===== src/rtl/fetch_unit_pkg.sv =====
// Shared fetch-stage types: icache request/response and fetch-queue packets.
// Default fetch-queue depth lives here so the top and the bench agree.
package fetch_unit_pkg;

  localparam int FQ_DEPTH_DEF = 8;

  typedef logic [31:0] ADDR;

  typedef struct packed {
    logic valid;
    ADDR  addr;
  } I_ADDR_PACKET;

  typedef struct packed {
    logic        valid;
    logic [31:0] data;
  } CACHE_DATA;

  typedef struct packed {
    logic        valid;
    logic [31:0] inst;
    ADDR         pc;
  } FETCH_PACKET;

  typedef struct packed {
    logic [31:0] inst;
    ADDR         pc;
  } fq_entry_t;

endpackage


===== src/rtl/fetch_unit_queue.sv =====
// fetch_queue: 2-in/2-out circular buffer with flush and a two-entry head window.
// Pops beyond the current occupancy are clamped.
module fetch_queue
  import fetch_unit_pkg::*;
#(
  parameter int DEPTH = 8
) (
  input  logic                     clk,
  input  logic                     rst,
  input  logic                     flush,
  input  logic [1:0]               push_count,
  input  fq_entry_t [1:0]          push_data,
  input  logic [1:0]               pop_count,
  output logic [$clog2(DEPTH):0]   count,
  output FETCH_PACKET [1:0]        head_out
);

  localparam int AW = $clog2(DEPTH);
  localparam int CW = AW + 1;

  logic [AW-1:0] head_q, head_d;
  logic [AW-1:0] tail_q, tail_d;
  logic [CW-1:0] count_q, count_d;
  logic [CW-1:0] pop_ext, pop_eff;
  fq_entry_t     mem_q [DEPTH];
  fq_entry_t     mem_d [DEPTH];

  always_comb begin
    pop_ext = CW'(pop_count);
    pop_eff = (pop_ext > count_q) ? count_q : pop_ext;
    head_d  = head_q + AW'(pop_eff);
    tail_d  = tail_q + AW'(push_count);
    count_d = count_q - pop_eff + CW'(push_count);
    mem_d   = mem_q;
    if (push_count != 2'd0) mem_d[tail_q] = push_data[0];
    if (push_count == 2'd2) mem_d[tail_q + AW'(1)] = push_data[1];
    if (flush) begin
      head_d  = '0;
      tail_d  = '0;
      count_d = '0;
    end
  end

  always_ff @(posedge clk or posedge rst) begin
    if (rst) begin
      head_q  <= '0;
      tail_q  <= '0;
      count_q <= '0;
    end else begin
      head_q  <= head_d;
      tail_q  <= tail_d;
      count_q <= count_d;
    end
  end

  // Storage needs no reset: occupancy gates every read.
  always_ff @(posedge clk) begin
    mem_q <= mem_d;
  end

  always_comb begin
    for (int i = 0; i < 2; i++) begin
      head_out[i].valid = (count_q > CW'(i));
      head_out[i].inst  = mem_q[head_q + AW'(i)].inst;
      head_out[i].pc    = mem_q[head_q + AW'(i)].pc;
    end
  end

  assign count = count_q;

`ifndef SYNTHESIS
  always @(posedge clk) begin
    if (!rst && !flush)
      assert (CW'(pop_count) <= count_q)
        else $error("fetch_queue: pop_count %0d over count %0d",
                    pop_count, count_q);
  end
`endif

endmodule


===== src/rtl/fetch_unit.sv =====
// fetch_unit: 2-wide fetch stage; owns the PC, gates icache requests, fills fetch_queue.
// Optional FETCH_PERF_COUNTERS_EN adds stall_cycles / fetched_insts counters.
module fetch_unit
  import fetch_unit_pkg::*;
#(
  parameter logic [31:0] RESET_PC = 32'h0,
  parameter int          FQ_DEPTH = FQ_DEPTH_DEF
) (
  input  logic                        clock,
  input  logic                        reset,
  output I_ADDR_PACKET [1:0]          read_addrs,
  input  CACHE_DATA [1:0]             cache_outs,
  input  logic                        redirect_valid,
  input  logic [31:0]                 redirect_pc,
  input  logic [1:0]                  pop_count,
  output FETCH_PACKET [1:0]           fq_out,
  output logic [$clog2(FQ_DEPTH):0]   fq_count
`ifdef FETCH_PERF_COUNTERS_EN
  ,
  output logic [31:0]                 stall_cycles,
  output logic [31:0]                 fetched_insts
`endif
);

  localparam int CW = $clog2(FQ_DEPTH) + 1;

  logic [31:0]   pc_q, pc_d;
  logic [CW-1:0] count;
  logic          room_ok;
  logic          fetch_ok;
  logic [1:0]    push_count;
  fq_entry_t [1:0] push_data;

  // Uses pre-pop occupancy, so two free slots are guaranteed.
  assign room_ok  = (count <= CW'(FQ_DEPTH - 2));
  assign fetch_ok = ~redirect_valid & room_ok;

  always_comb begin
    read_addrs[0].valid = fetch_ok;
    read_addrs[0].addr  = pc_q;
    read_addrs[1].valid = fetch_ok;
    read_addrs[1].addr  = pc_q + 32'd4;
    push_count = 2'd0;
    if (fetch_ok && cache_outs[0].valid)
      push_count = cache_outs[1].valid ? 2'd2 : 2'd1;
    for (int i = 0; i < 2; i++) begin
      push_data[i].inst = cache_outs[i].data;
      push_data[i].pc   = read_addrs[i].addr;
    end
    pc_d = redirect_valid ? redirect_pc
                          : pc_q + {28'd0, push_count, 2'b00};
  end

  always_ff @(posedge clock or posedge reset) begin
    if (reset) pc_q <= RESET_PC;
    else       pc_q <= pc_d;
  end

  fetch_queue #(
    .DEPTH (FQ_DEPTH)
  ) u_fq (
    .clk        (clock),
    .rst        (reset),
    .flush      (redirect_valid),
    .push_count (push_count),
    .push_data  (push_data),
    .pop_count  (pop_count),
    .count      (count),
    .head_out   (fq_out)
  );

  assign fq_count = count;

`ifdef FETCH_PERF_COUNTERS_EN
  logic [31:0] stall_q, stall_d;
  logic [31:0] fetched_q, fetched_d;
  logic        stall;

  always_comb begin
    stall     = (fetch_ok & ~cache_outs[0].valid)
              | (~redirect_valid & ~room_ok);
    stall_d   = stall_q;
    fetched_d = fetched_q;
    if (stall && stall_q != '1) stall_d = stall_q + 32'd1;
    if ({1'b0, fetched_q} + {31'd0, push_count} > 33'hFFFF_FFFF)
      fetched_d = '1;
    else
      fetched_d = fetched_q + {30'd0, push_count};
  end

  always_ff @(posedge clock or posedge reset) begin
    if (reset) begin
      stall_q   <= '0;
      fetched_q <= '0;
    end else begin
      stall_q   <= stall_d;
      fetched_q <= fetched_d;
    end
  end

  assign stall_cycles  = stall_q;
  assign fetched_insts = fetched_q;
`endif

endmodule


===== config.mk =====
export PLATFORM = sky130hd
export DESIGN_NAME = fetch_unit
export DESIGN_NICKNAME = d
export VERILOG_FILES = /design/src/rtl/fetch_unit_pkg.sv /design/src/rtl/fetch_unit_queue.sv /design/src/rtl/fetch_unit.sv
export SDC_FILE = /design/constraint.sdc
export NUM_CORES = 2
export LEC_CHECK = 0
export CORE_ASPECT_RATIO = 0.9
export CORE_MARGIN = 2
export CORE_UTILIZATION = 54
export CTS_CLUSTER_SIZE = 20
export DETAILED_ROUTE_END_ITERATION = 7
export PLACE_DENSITY = 0.78
export SLEW_MARGIN = 5
export SYNTH_ARGS = -nofsm -noshare
export SYNTH_HDL_FRONTEND = slang
export SYNTH_HIERARCHICAL = 1
export SYNTH_SLANG_ARGS = --single-unit

===== constraint.sdc =====
create_clock -name clock -period 3.3 [get_ports clock]
set_clock_uncertainty 0.2 [all_clocks]
set_input_delay 0.495 -clock clock [delete_from_list [all_inputs] [get_ports clock]]
set_output_delay 0.495 -clock clock [all_outputs]
set_load 0.02 [all_outputs]

==> out/metrics.cfg <==
[synthesis]
ys_seq_area_share_pct=32.38
ys_warn_count=6
syn_area_sq_mm=0.03490
synthTopCellsByArea=dfxtp_1, mux4_2, a31oi_1, nor3_1, o21ai_0
syn-num-nets=4174
ys.flop_type=dfxtp_1
synth_top_area_share_pct=29.37
ys_ff_latch=554
synthArstFlopShare_pct=7.581
yosys.area.top_type=dfxtp_1
synth.distinct_cells=59
avgSynthCellArea_sq_um=8.616
synth_edf_count=0
yosysMostFrequentCell=nand2_1
synth_common_cells=nand2_1, a31oi_1, nor3_1
syn_inst=4051

[place]
gp_congestion=0.9018
place_ws_ns=-0.3157
hpwl_um=75560
port_buffers=302

[drt]
route.antenna.remaining_nets=0
drc=0
wl_per_cell_um=28.39
drt-initial-drc-count=6525
num_vias=38140
dr.pass1.iters=7
drt-vias-per-instance=7.497
routed_wirelength_um=144400

[power]
p_leak_nw=15.85
ir_drop_mv=0.8700
powerDensity_mw_per_mm2=1000

[timing]
layout_min_cycle_time_ns=3.677
max_slew_margin_pct=11.45
setup_slack_ns=-0.3773
fmax_mhz=271.9
maxSlewViolCount=0
hold_viol_final=0
timing.hold.ws_ns=0.05092
setup_viol=117
setup_tns_ns=-22.02
fin_crit_sh_pct=111.4
rsz0062_at_grt=true
worst_pin_slew_ns=1.328

[setup_path]
r2r_start=u_fq/count[1]
crit_fanout=9
crit_path_end=fq_out[68]
crit_arrival_ns=2.98
worstSetupPathType=flop to output port
critPathLaunch=u_fq/head_q[0]
endpoint_kind=output port
worst-r2r-cell-count=10
r2r_slack_ns=0.12
worstReg2RegEnd=u_fq/mem_q[104]
cp_data_required_time_ns=2.60
cp-start-kind=flop

[die]
io_pins=303
fp.dieH_um=245.2
initial_utilization_pct=54.56
core_sq_mm=0.06397
die_area_sq_mm=0.06669
rows=88
die_x_um=272.0

[final_layout]
layout-area-overhead-vs-synth_pct=24.71
drive_gt1_share_pct=23.56
multi_input_area_sq_mm=0.02184
antenna_cells=0
nFillCells=4704
fin_nets=4310
seq_area_sq_mm=0.01132
final_util_pct=68.04

[min_path]
hp-class=primary input to async pin

[clock_tree]
worstSkewPairLatency_ns=0.64
clk_pin_slew_ns=0.07
cts_tree=yes
htreeDepth=2
cts_hold_buf=0
cts_root_buf=clkbuf_16
cts_buffer_depth=3
numCtsBuffers=58
clkSinkCount=554

[global_route]
grtUsageMet3_pct=12.35
grt_overflow=0
grt_pass1_vias=35840
antenna_found_initial=1
busiest_layer=met2
grt_first_pass_wirelength_um=210100
grt_use_total_pct=39.87
grt_util_met1_pct=51.13
grt_max_degree=170
grtUsageMet2_pct=59.81

[run_status]
outcome=finished with violations
failed_checks=negative setup slack

[flow_run]
max-cap-violations=0

metrics by stage:
| step | instances | area (sq um) | total power, W |
|---|---|---|---|
| floorplan | 4051 | 34910 | 0.02325 |
| global placement | 4863 | 39420 | 0.03153 |
| detailed placement | 4863 | 39420 | 0.03194 |
| CTS | 4988 | 41810 | 0.03933 |
| global route | 5087 | 43530 | 0.04476 |
| finish | 5087 | 43530 | 0.04352 |
flip-flops by register name (all words and copies together) (netlist names):
register,count
u_fq/mem_q,512
u_fq/tail_q,3
pc_q,32
u_fq/count,4
u_fq/head_q,3
report_power, final:
part | total, W | leakage (nW) | switching [W] | internal (W)
logic | 0.0264 | 10.2 | 0.0126 | 0.0139
clock network | 0.00681 | 0.967 | 0.00295 | 0.00386
registers | 0.0103 | 4.71 | 0.00159 | 0.00871
total | 0.0435 | 15.8 | 0.0171 | 0.0264
worst max-delay path: stages, from the launching register on:
cell	delay [ns]
dfrtp_4	0.51
ha_4	0.32
buf_12	0.22
clkbuf_16	0.20
buf_4	0.13
mux4_2	0.50
mux2_2	0.29
buf_4	0.16
what timing repair did:
action,in CTS,in global routing
pin swaps,1,9
gates cloned,9,15
endpoints found under the hold margin,0,0
setup endpoints to repair,153,159
resized for setup,367,451
buffers inserted,11,90
placed cells by master, fill, tap and decap left out, types with 9 or more instances in the layout:
cell and n:
a31oi_1 523, and3b_1 128, buf_12 83, buf_16 21
buf_2 22, buf_4 172, buf_6 100, buf_8 11
clkbuf_1 9, clkbuf_16 74, clkbuf_2 27, clkbuf_8 13
clkdlybuf4s50_1 148, clkinv_2 19, dfrtp_1 36, dfxtp_1 512
dlymetal6s2s_1 23, ha_1 13, inv_1 18, mux2_2 64
mux2_4 71, mux4_2 256, nand2_1 546, nand3_1 19
nand4_1 78, nor2_1 23, nor2b_1 10, nor3_1 520
nor3b_1 64, o21ai_0 459, or3_1 10, xnor2_1 25
xor2_1 13
routing by layer:
metal	routed length, um	share of wire [%]
met4	9949	6.9
met2	61490	43
met3	24470	17
met1	48490	34
met5	12	0.0083
final cells by class:
| class | instances | share of cell area [%] |
|---|---|---|
| clock inverter | 24 | 0.5146 |
| sequential | 554 | 26.01 |
| multi-input combinational | 2926 | 50.17 |
| inverter | 19 | 0.1639 |
| tap | 855 | 2.458 |
| timing repair buffer | 628 | 16.81 |
| clock buffer | 81 | 3.881 |
worst min path at each step:
stage,start,endpoint,slack [ns],depth (start not counted)
2_1_floorplan,reset,u_fq/count[0],0.14,1
3_3_place_gp,u_fq/mem_q[63],u_fq/mem_q[63],0.27,2
3_5_place_dp,u_fq/mem_q[39],u_fq/mem_q[39],0.28,2
4_1_cts,reset,u_fq/count[2],0.04,2
5_1_grt,reset,u_fq/count[2],0.08,2
6_report,reset,u_fq/count[2],0.05,2
cells by family (layout without fill, tap and decap cells):
family          Yosys count  count (layout)  share of synthesized area, %
fa+ha+maj                20              20                        0.8245
xor+xnor                 47              47                         1.179
compound gates         1014            1014                         16.62
mux                     393             393                         20.93
buf+inv                 571             752                         6.772
flops                   554             554                         32.38
simple gates           1452            1452                         21.30
Power figures use the tool's default switching activity.
